File: src/rtl/jh_pkg.sv
// -----------------------------------------------------------------------------
// jh_pkg -- shared definitions for the JH round-constant generator.
//
// Contents:
//   JH_S0     : 4-bit S-box used on the constant path, entry i at [4i+3:4i]
//   JH_C0_D6  : first round constant C0 for the 64-nibble (D=6) configuration
//   m()       : doubling in GF(2^4) modulo x^4 + x + 1 (the JH "L" multiply)
//   state_t   : generator FSM state encoding
// -----------------------------------------------------------------------------
package jh_pkg;

   localparam logic [63:0]  JH_S0    = 64'hE85762A1F3CDB409;
   localparam logic [255:0] JH_C0_D6 =
      256'h6a09e667f3bcc908b2fb1366ea957d3e3adec17512775099da2f590b0667322a;

   // Shift left by one and fold the carried-out x^4 back in as x + 1.
   function automatic logic [3:0] m(input logic [3:0] x);
      return {x[2:0], 1'b0} ^ (x[3] ? 4'h3 : 4'h0);
   endfunction

   typedef enum logic {
      ST_IDLE = 1'b0,
      ST_RUN  = 1'b1
   } state_t;

endpackage : jh_pkg

File: src/rtl/jh_rc_step.sv
// -----------------------------------------------------------------------------
// jh_rc_step -- one purely combinational round-constant update.
//
// rc_o = phi(P'(pi(L(S(rc_i))))) over N = 2^D nibbles, nibble i at [4i+3:4i].
//
// Parameters:
//   D      : log2 of the nibble count (N must be a multiple of 4, so D >= 2)
//   SBOX0  : 16-entry S-box, entry i at [4i+3:4i]
// Ports:
//   rc_i   : current round constant (W = 4*N bits)
//   rc_o   : next round constant
// -----------------------------------------------------------------------------
module jh_rc_step
   import jh_pkg::*;
#(
   parameter int          D     = 6,
   parameter logic [63:0] SBOX0 = JH_S0,
   localparam int         N     = 2 ** D,
   localparam int         W     = 4 * N
) (
   input  logic [W-1:0] rc_i,
   output logic [W-1:0] rc_o
);

   logic [3:0] sb    [N];
   logic [3:0] lin_a [N/2];
   logic [3:0] lin_b [N/2];
   logic [3:0] lin   [N];
   logic [3:0] pi_v  [N];
   logic [3:0] pp    [N];

   // S-box: the nibble value times four is the bit offset of its table entry.
   for (genvar g = 0; g < N; g++) begin : g_sbox
      assign sb[g] = SBOX0[{rc_i[4*g +: 4], 2'b00} +: 4];
   end

   // Linear layer per pair; a' uses the already-updated b'.
   for (genvar g = 0; g < N/2; g++) begin : g_lin
      assign lin_b[g]    = sb[2*g+1] ^ m(sb[2*g]);
      assign lin_a[g]    = sb[2*g] ^ m(lin_b[g]);
      assign lin[2*g]    = lin_a[g];
      assign lin[2*g+1]  = lin_b[g];
   end

   // pi: positions 4k+2 and 4k+3 trade places (index ^ 1 for the upper pair).
   for (genvar g = 0; g < N; g++) begin : g_pi
      localparam int SRC = ((g % 4) >= 2) ? (g ^ 1) : g;
      assign pi_v[g] = lin[SRC];
   end

   // P': even indices gather in the lower half, odd indices in the upper half.
   for (genvar g = 0; g < N/2; g++) begin : g_pprime
      assign pp[g]       = pi_v[2*g];
      assign pp[g + N/2] = pi_v[2*g+1];
   end

   // phi: adjacent pairs swap in the upper half only.
   for (genvar g = 0; g < N; g++) begin : g_phi
      localparam int SRC = (g < N/2) ? g : (g ^ 1);
      assign rc_o[4*g +: 4] = pp[SRC];
   end

endmodule : jh_rc_step

File: src/rtl/jh_roundconst_gen.sv
// -----------------------------------------------------------------------------
// jh_roundconst_gen -- streams NUM_ROUNDS JH round constants C0, C1, ...
// over a valid/ready handshake, starting from INIT_RC.
//
// Parameters:
//   D, NUM_ROUNDS, SBOX0, INIT_RC (W = 4*2^D bits)
// Ports:
//   clk       : clock, rising edge
//   rst       : asynchronous active-high reset
//   start     : begin a run (only looked at while idle)
//   abort     : (JH_RC_ABORT_EN only) drop the current run, no done pulse
//   rc_ready  : consumer accepts rc this cycle
//   rc        : current round constant, nibble i at [4i+3:4i]
//   rc_round  : index of rc within the run
//   rc_valid  : rc / rc_round are valid (equal to busy)
//   busy      : a run is in progress
//   done      : one-cycle pulse after the last constant is accepted
//
// Build option: define JH_RC_ABORT_EN to add the abort input.
// -----------------------------------------------------------------------------
module jh_roundconst_gen
   import jh_pkg::*;
#(
   parameter int                  D          = 6,
   parameter int                  NUM_ROUNDS = 42,
   parameter logic [63:0]         SBOX0      = JH_S0,
   parameter logic [4*(2**D)-1:0] INIT_RC    = JH_C0_D6,
   localparam int                 W          = 4 * (2 ** D),
   localparam int                 RW         = (NUM_ROUNDS > 1) ? $clog2(NUM_ROUNDS) : 1
) (
   input  logic          clk,
   input  logic          rst,
   input  logic          start,
`ifdef JH_RC_ABORT_EN
   input  logic          abort,
`endif
   input  logic          rc_ready,
   output logic [W-1:0]  rc,
   output logic [RW-1:0] rc_round,
   output logic          rc_valid,
   output logic          busy,
   output logic          done
);

   localparam logic [RW-1:0] LAST_ROUND = RW'(NUM_ROUNDS - 1);

   state_t        state_q, state_d;
   logic [W-1:0]  rc_q, rc_d, rc_next;
   logic [RW-1:0] round_q, round_d;
   logic          done_q, done_d;
   logic          abort_req;
   logic          accept;

   jh_rc_step #(
      .D     (D),
      .SBOX0 (SBOX0)
   ) u_step (
      .rc_i (rc_q),
      .rc_o (rc_next)
   );

`ifdef JH_RC_ABORT_EN
   assign abort_req = abort;
`else
   assign abort_req = 1'b0;
`endif

   assign accept = (state_q == ST_RUN) && rc_ready;

   always_comb begin
      // NOTE: every signal gets its hold/idle value first so no path through
      // the case statement can leave one unassigned and infer a latch.
      state_d = state_q;
      rc_d    = rc_q;
      round_d = round_q;
      done_d  = 1'b0;
      unique case (state_q)
         ST_IDLE: begin
            if (start) begin
               state_d = ST_RUN;
               rc_d    = INIT_RC;
               round_d = '0;
            end
         end
         ST_RUN: begin
            // Abort wins over a beat accepted in the same cycle.
            if (abort_req) begin
               state_d = ST_IDLE;
            end else if (accept) begin
               if (round_q == LAST_ROUND) begin
                  state_d = ST_IDLE;
                  done_d  = 1'b1;
               end else begin
                  rc_d    = rc_next;
                  round_d = round_q + RW'(1);
               end
            end
         end
         default: state_d = ST_IDLE;
      endcase
   end

   // NOTE: non-blocking assignments keep every flop sampling the pre-edge
   // values; the rc register is reset too, since rc must read zero in reset.
   always_ff @(posedge clk or posedge rst) begin
      if (rst) begin
         state_q <= ST_IDLE;
         rc_q    <= '0;
         round_q <= '0;
         done_q  <= 1'b0;
      end else begin
         state_q <= state_d;
         rc_q    <= rc_d;
         round_q <= round_d;
         done_q  <= done_d;
      end
   end

   assign rc       = rc_q;
   assign rc_round = round_q;
   assign busy     = (state_q == ST_RUN);
   assign rc_valid = busy;
   assign done     = done_q;

endmodule : jh_roundconst_gen

File: config.mk
export PLATFORM = sky130hd
export DESIGN_NAME = jh_roundconst_gen
export DESIGN_NICKNAME = d
export VERILOG_FILES = /design/src/rtl/jh_pkg.sv /design/src/rtl/jh_rc_step.sv /design/src/rtl/jh_roundconst_gen.sv
export SDC_FILE = /design/constraint.sdc
export NUM_CORES = 1
export LEC_CHECK = 0
export BUFFER_PORTS_ARGS = -buffer_cell sky130_fd_sc_hd__buf_4
export CAP_MARGIN = 20
export CORE_ASPECT_RATIO = 1.1
export CORE_UTILIZATION = 35
export DETAILED_ROUTE_END_ITERATION = 8
export PLACE_DENSITY = 0.57
export SLEW_MARGIN = 0
export SYNTH_ARGS = -nofsm -noshare
export SYNTH_HDL_FRONTEND = slang
export SYNTH_HIERARCHICAL = 1
export SYNTH_SLANG_ARGS = --single-unit
File: constraint.sdc
create_clock -name clk -period 9.28 [get_ports clk]
set_clock_uncertainty 0.15 [all_clocks]
set_input_delay 0.928 -clock clk [delete_from_list [all_inputs] [get_ports clk]]
set_output_delay 0.928 -clock clk [all_outputs]
set_load 0.01 [all_outputs]
==> results.py, run 1 <==
metrics = {
    "detailed_routing": {
        "avgRoutedWirePerCell_um": 21.2,
        "drt-pass1-iter-count": 5,
        "drt_iter0_drcs": 1372,
        "remaining_drc_errors": 0,
        "route.detailed.vias_per_inst": 5.23,
        "vias": 22000,
        "detail-route-antenna-nets": 0,
        "routed_wirelength_um": 89300,
    },
    "cts": {
        "holdBufCountCts": 0,
        "tritoncts_num_sinks": 264,
        "cts-resized-gates": 0,
        "ctsLongestPathBuffers": 3,
        "clk_pin_slew_worst_paths_ns": 0.06,
        "worst_skew_pair_latency_ns": 0.55,
        "cts_root_buffer": "sky130_fd_sc_hd__clkbuf_16",
        "cts_bufs_inserted": 34,
        "cts_tree": "built",
        "cts_max_level": 2,
        "postCtsSetupRepairBufs": 0,
    },
    "layout": {
        "postLayoutCellArea_um2": 34100,
        "area_growth_pct": 13.9,
        "final_layout_size_suffix_gt1_share_pct": 19.7,
        "num-fill-cells": 8225,
        "layout.nets": 3496,
    },
    "global_routing": {
        "first_global_vias": 21200,
        "globalRoute.totalOverflow": 0,
        "globalRouteMet3Util_pct": 4.99,
        "grt_pass1_wl_um": 135000,
        "gr_util_all_layers_pct": 20.3,
        "globalRouteMet2Util_pct": 33.4,
        "grt_start_max_net_pins": 128,
        "antenna_found_initial": 1,
        "highest_utilization_routing_layer_at_the_global_route_stage": "met2",
        "global_route.usage.met1_pct": 26.4,
    },
    "sta": {
        "final-hold-violation-count": 0,
        "slew_headroom_pct": 31.2,
        "finalWorstPathRequiredPeriod_ns": 3.30,
        "max_clock_freq_mhz": 303,
        "post_route_setup_tns_ns": 0,
        "worstMarginPinSlew_ns": 1.03,
        "timing.final.setup_violations": 0,
        "post-route-period-util_pct": 35.5,
        "drv_slew": 0,
        "grt_setup_unrepaired": "no",
    },
    "logic_synthesis": {
        "synth.lib_cells_used.distinct": 41,
        "synth_area_per_cell_um2": 10.5,
        "synthesis.area_um2": 29900,
        "synthesis.yosys.warnings": 6,
        "postSynthRegisterBits": 264,
        "cell_count_after_synthesis": 2861,
        "postSynthNetCount": 3315,
        "fraction_of_the_yosys_area_taken_by_sequential_cells_pct": 22.1,
    },
    "critical_path": {
        "timing.critical_path.to_type": "flop",
        "timing.critical_path.from_type": "flop",
        "worst-r2r-setup-slack_ns": 5.98,
        "critPathRequiredTime_ns": 9.56,
        "worstSetupPathType": "reg -> reg",
        "cp_max_fo": 60,
        "worst_ep_arrival_time_ns": 3.57,
    },
    "floorplan": {
        "die_w_um": 281,
        "die-height_um": 309,
        "i_o_pin_cnt": 269,
        "core_area_um2": 84800,
        "initial_utilization_pct": 35.3,
        "num_rows": 112,
        "die-area_um2": 86700,
    },
    "outcome": {
        "status": "complete, no violations",
    },
    "placed_design": {
        "detailed_place.area_um2": 33000,
        "place_congestion": 0.864,
        "io_buffers": 268,
        "dp.final_hpwl_um": 65100,
    },
    "job": {
        "maxCapViolations": 0,
    },
    "worst_hold_path": {
        "type_of_the_most_critical_hold_path": "in -> async",
    },
}
cells in the final DEF, fill, tap and decap left out, types with 5 or more instances in the layout:
cell / n
sky130_fd_sc_hd__mux2_2: 80
sky130_fd_sc_hd__clkinvlp_4: 6
sky130_fd_sc_hd__nor2b_1: 187
sky130_fd_sc_hd__clkbuf_16: 35
sky130_fd_sc_hd__dfrtp_1: 263
sky130_fd_sc_hd__clkinv_2: 7
sky130_fd_sc_hd__o211ai_1: 125
sky130_fd_sc_hd__mux4_2: 149
sky130_fd_sc_hd__inv_1: 440
sky130_fd_sc_hd__buf_4: 291
sky130_fd_sc_hd__xnor3_1: 62
sky130_fd_sc_hd__xnor2_1: 121
sky130_fd_sc_hd__a21oi_1: 7
sky130_fd_sc_hd__mux2i_1: 140
sky130_fd_sc_hd__clkbuf_1: 5
sky130_fd_sc_hd__nor2_1: 133
sky130_fd_sc_hd__o21ai_0: 27
sky130_fd_sc_hd__ha_1: 450
sky130_fd_sc_hd__mux4_1: 43
sky130_fd_sc_hd__o2111ai_1: 68
sky130_fd_sc_hd__nand2_1: 97
sky130_fd_sc_hd__xor2_1: 86
sky130_fd_sc_hd__a31oi_1: 184
sky130_fd_sc_hd__xnor2_2: 16
sky130_fd_sc_hd__a211oi_1: 6
Yosys cell counts, drive strengths merged:
master,instances,area share (%)
o2111ai,68,2.0
nor2b,188,3.9
or2,1,0.021
o211ai,126,3.2
o311ai,1,0.029
xor3,2,0.16
a211oi,6,0.15
a21oi,7,0.12
nor2,134,1.7
nand3,3,0.050
dfrtp,264,22
o22ai,2,0.042
nand4,3,0.063
nor3b,1,0.025
o21ai,27,0.45
mux2i,140,4.7
nand2,98,1.2
xnor2,137,4.4
xnor3,62,4.7
ha,450,19
xor2,86,2.5
mux4,192,15
inv,442,5.5
a31oi,184,3.8
buf,34,0.69
and2,1,0.021
a211o,1,0.029
mux2,83,3.1
and3,1,0.021
or4,1,0.025
and3b,1,0.029
clkbuf,114,1.4
or3b,1,0.029
cell families (layout without fill, tap and decap cells):
family | Yosys count | in the layout | share of synthesized area [%]
buf+inv | 590 | 795 | 7.66
mux | 415 | 415 | 22.8
fa+ha+maj | 450 | 450 | 18.8
flops | 264 | 264 | 22.1
simple gates | 433 | 433 | 7.12
compound gates | 422 | 422 | 9.83
other cells | 0 | 2 | 0
xor+xnor | 287 | 287 | 11.7
per-stage QoR:
step	instances	hold WS, ns	worst slack, ns	util (%)
floorplan	2861	0.485	0.933	-
global placement	4146	0.488	5.63	38.9
detailed placement	4146	0.482	5.61	38.9
CTS	4206	0.329	5.95	40.2
global route	4206	0.355	5.85	40.2
finish	4208	0.318	5.98	40.2
state kept, by name, summed over array words and instances (netlist names):
signal    cells
rc          256
rc_round      6
busy          1
done          1
layout make-up:
class | count | area, um^2 | share of cell area [%]
inverters | 442 | 1670 | 4.88
flip-flops and latches | 264 | 6610 | 19.4
repair buffers | 293 | 2220 | 6.50
well taps | 1140 | 1430 | 4.18
diodes | 2 | 5.00 | 0.0147
multi-input cells | 2007 | 21100 | 61.8
clock buffers | 42 | 922 | 2.70
clock inverters | 18 | 188 | 0.550
layer usage:
layer,vias to the layer above,share of wire (%)
li1,10400,-
met1,11000,43
met2,551,48
met3,90,7.1
met4,0,2.5
met5,-,0
worst paths after layout:
path                             startpoint           to  depth (start not counted)
min in group clk                      start  rc_round[3]                          2
worst min register to register  rc_round[1]  rc_round[1]                          2
worst min-delay path                    rst      rc[172]                          2
worst max register to register  rc_round[2]      rc[171]                          5
worst max-delay path            rc_round[2]      rc[171]                          5
max in group asynchronous               rst      rc[134]                          4
critical path, cell delays in order (launching register included):
cell and delay (ns):
sky130_fd_sc_hd__dfrtp_1 0.48, sky130_fd_sc_hd__or3b_4 0.49, sky130_fd_sc_hd__o211ai_4 0.18, sky130_fd_sc_hd__buf_4 0.79
sky130_fd_sc_hd__buf_4 0.63, sky130_fd_sc_hd__mux2_2 0.40
Power of run 1 is left out: the tool's default activity adds up to more than one toggle a clock period on the data nets, which glitch-free logic cannot reach.
==> run 2: changes to the inputs <==
Settings changed: PLACE_DENSITY 0.57 to 0.59.
Clock period 9.28 ns to 3 ns, I/O delays scaled along.
==> run 2 against run 1 <==
  * Global-route usage grew 1.1 points
  * Critical path depth up 3
  * Die area unchanged
  * Register-to-register slack got worse by 5.8 ns
  * Fmax grew 16%
  * Critical path type unchanged
==> results.py, run 2 (same netlist as run 1, synthesis figures left out) <==
metrics = {
    "outcome": {
        "status": "complete, no violations",
    },
    "layout": {
        "finish.cell_count_without_fillers": 4327,
        "layout_commonest_cell": "sky130_fd_sc_hd__ha_1",
        "area_growth_pct": 18.1,
        "final_layout_size_suffix_gt1_share_pct": 22.7,
        "flip_flop_count_of_the_largest_register_after_layout": 256,
        "postLayoutCellArea_um2": 35400,
        "num_antenna_cells": 0,
        "layout.nets": 3617,
        "num-fill-cells": 8136,
        "layout_common_cells": "sky130_fd_sc_hd__ha_1 (450), sky130_fd_sc_hd__inv_1 (440), sky130_fd_sc_hd__buf_4 (386)",
    },
    "critical_path": {
        "timing.critical_path.to_type": "flop",
        "cp_max_fo": 6,
        "timing.critical_path.from_type": "flop",
        "worstSetupPathType": "reg -> reg",
        "worst_ep_arrival_time_ns": 3.11,
        "critPathRequiredTime_ns": 3.28,
    },
    "placed_design": {
        "dpl.cell_count": 4263,
        "io_buffers": 268,
        "detailed_place.area_um2": 34200,
        "dp.final_hpwl_um": 70100,
        "place_congestion": 0.854,
    },
    "sta": {
        "timing.final.setup_violations": 0,
        "post-route-period-util_pct": 94.5,
        "grt_setup_unrepaired": "no",
        "final-hold-violation-count": 0,
        "finalWorstPathRequiredPeriod_ns": 2.84,
        "post_route_setup_tns_ns": 0,
        "drv_slew": 0,
        "max_clock_freq_mhz": 353,
        "fin_worst_hold_slack_ns": 0.161,
        "worstMarginPinSlew_ns": 0.670,
        "slew_headroom_pct": 55.0,
    },
    "detailed_routing": {
        "route.detailed.vias_per_inst": 5.24,
        "drt-pass1-iter-count": 5,
        "avgRoutedWirePerCell_um": 21.5,
        "remaining_drc_errors": 0,
        "drt_iter0_drcs": 1593,
        "vias": 22700,
        "routed_wirelength_um": 93200,
        "detail-route-antenna-nets": 0,
    },
    "cts": {
        "tritoncts_num_sinks": 264,
        "worst_skew_pair_latency_ns": 0.58,
        "clk_pin_slew_worst_paths_ns": 0.06,
        "ctsLongestPathBuffers": 3,
        "cts_max_level": 2,
        "cts_root_buffer": "sky130_fd_sc_hd__clkbuf_16",
        "cts_tree": "built",
        "cts_bufs_inserted": 36,
    },
    "global_routing": {
        "first_global_vias": 22000,
        "grt_start_max_net_pins": 101,
        "globalRouteMet3Util_pct": 4.09,
        "globalRouteMet2Util_pct": 35.7,
        "gr_util_all_layers_pct": 21.3,
        "grt_pass1_wl_um": 141000,
        "antenna_found_initial": 1,
        "global_route.usage.met1_pct": 28.1,
        "globalRoute.totalOverflow": 0,
        "highest_utilization_routing_layer_at_the_global_route_stage": "met2",
    },
    "floorplan": {
        "die-area_um2": 86700,
        "i_o_pin_cnt": 269,
        "core_area_um2": 84800,
        "die_w_um": 281,
        "initial_utilization_pct": 35.3,
        "die-height_um": 309,
        "num_rows": 112,
    },
    "worst_hold_path": {
        "type_of_the_most_critical_hold_path": "in -> async",
    },
    "job": {
        "maxCapViolations": 0,
    },
}
## run 2: layer usage
metal	routed length (um)	vias to the layer above	share of wire (%)
li1	-	10600	-
met1	40400	11400	43
met2	44900	569	48
met3	5650	104	6.1
met4	2330	0	2.5
met5	0	-	0
## run 2: cell type report
| cell class | instances | area (um^2) | area share (%) |
|---|---|---|---|
| multi-input combinational | 2007 | 21100 | 59.6 |
| sequential | 264 | 6610 | 18.7 |
| inverter | 442 | 1660 | 4.70 |
| clock buffer | 49 | 1040 | 2.94 |
| tap | 1140 | 1430 | 4.03 |
| timing repair buffer | 412 | 3390 | 9.59 |
| clock inverter | 13 | 163 | 0.460 |
## run 2: through the flow
stage	setup WS [ns]	utilization [%]
2_1_floorplan	-0.934	-
4_1_cts	0.124	41.7
3_5_place_dp	0.135	40.3
3_3_place_gp	0.227	40.3
6_report	0.164	41.7
5_1_grt	0.00705	41.7
## run 2: path summary, 6_finish.rpt
kind	start	to	slack, ns	depth (start not counted)
max	rc[128]	rc[65]	0.16	8
min	rst	rc[173]	0.16	3
max reg2reg	rc[128]	rc[65]	0.16	8
min reg2reg	rc[234]	rc[234]	0.45	2
max in group asynchronous	rst	busy	1.53	4
min in group clk	rc_ready	rc[87]	0.24	3
## run 2: repair_timing
item / 4_1_cts / 5_1_grt
hold endpoints to repair: 36 / 0
resized for setup: 0 / 0
setup buffers: 0 / 0
hold buffers: 2 / 0
## run 2: worst max-delay path, cell delays in order (launching register included)
cell,delay (ns)
sky130_fd_sc_hd__dfrtp_1,0.43
sky130_fd_sc_hd__inv_1,0.13
sky130_fd_sc_hd__ha_1,0.31
sky130_fd_sc_hd__inv_1,0.05
sky130_fd_sc_hd__mux4_2,0.50
sky130_fd_sc_hd__xnor2_1,0.30
sky130_fd_sc_hd__xnor3_1,0.51
sky130_fd_sc_hd__o2111ai_1,0.19
sky130_fd_sc_hd__o211ai_1,0.15
Power of run 2 is left out for the same reason.
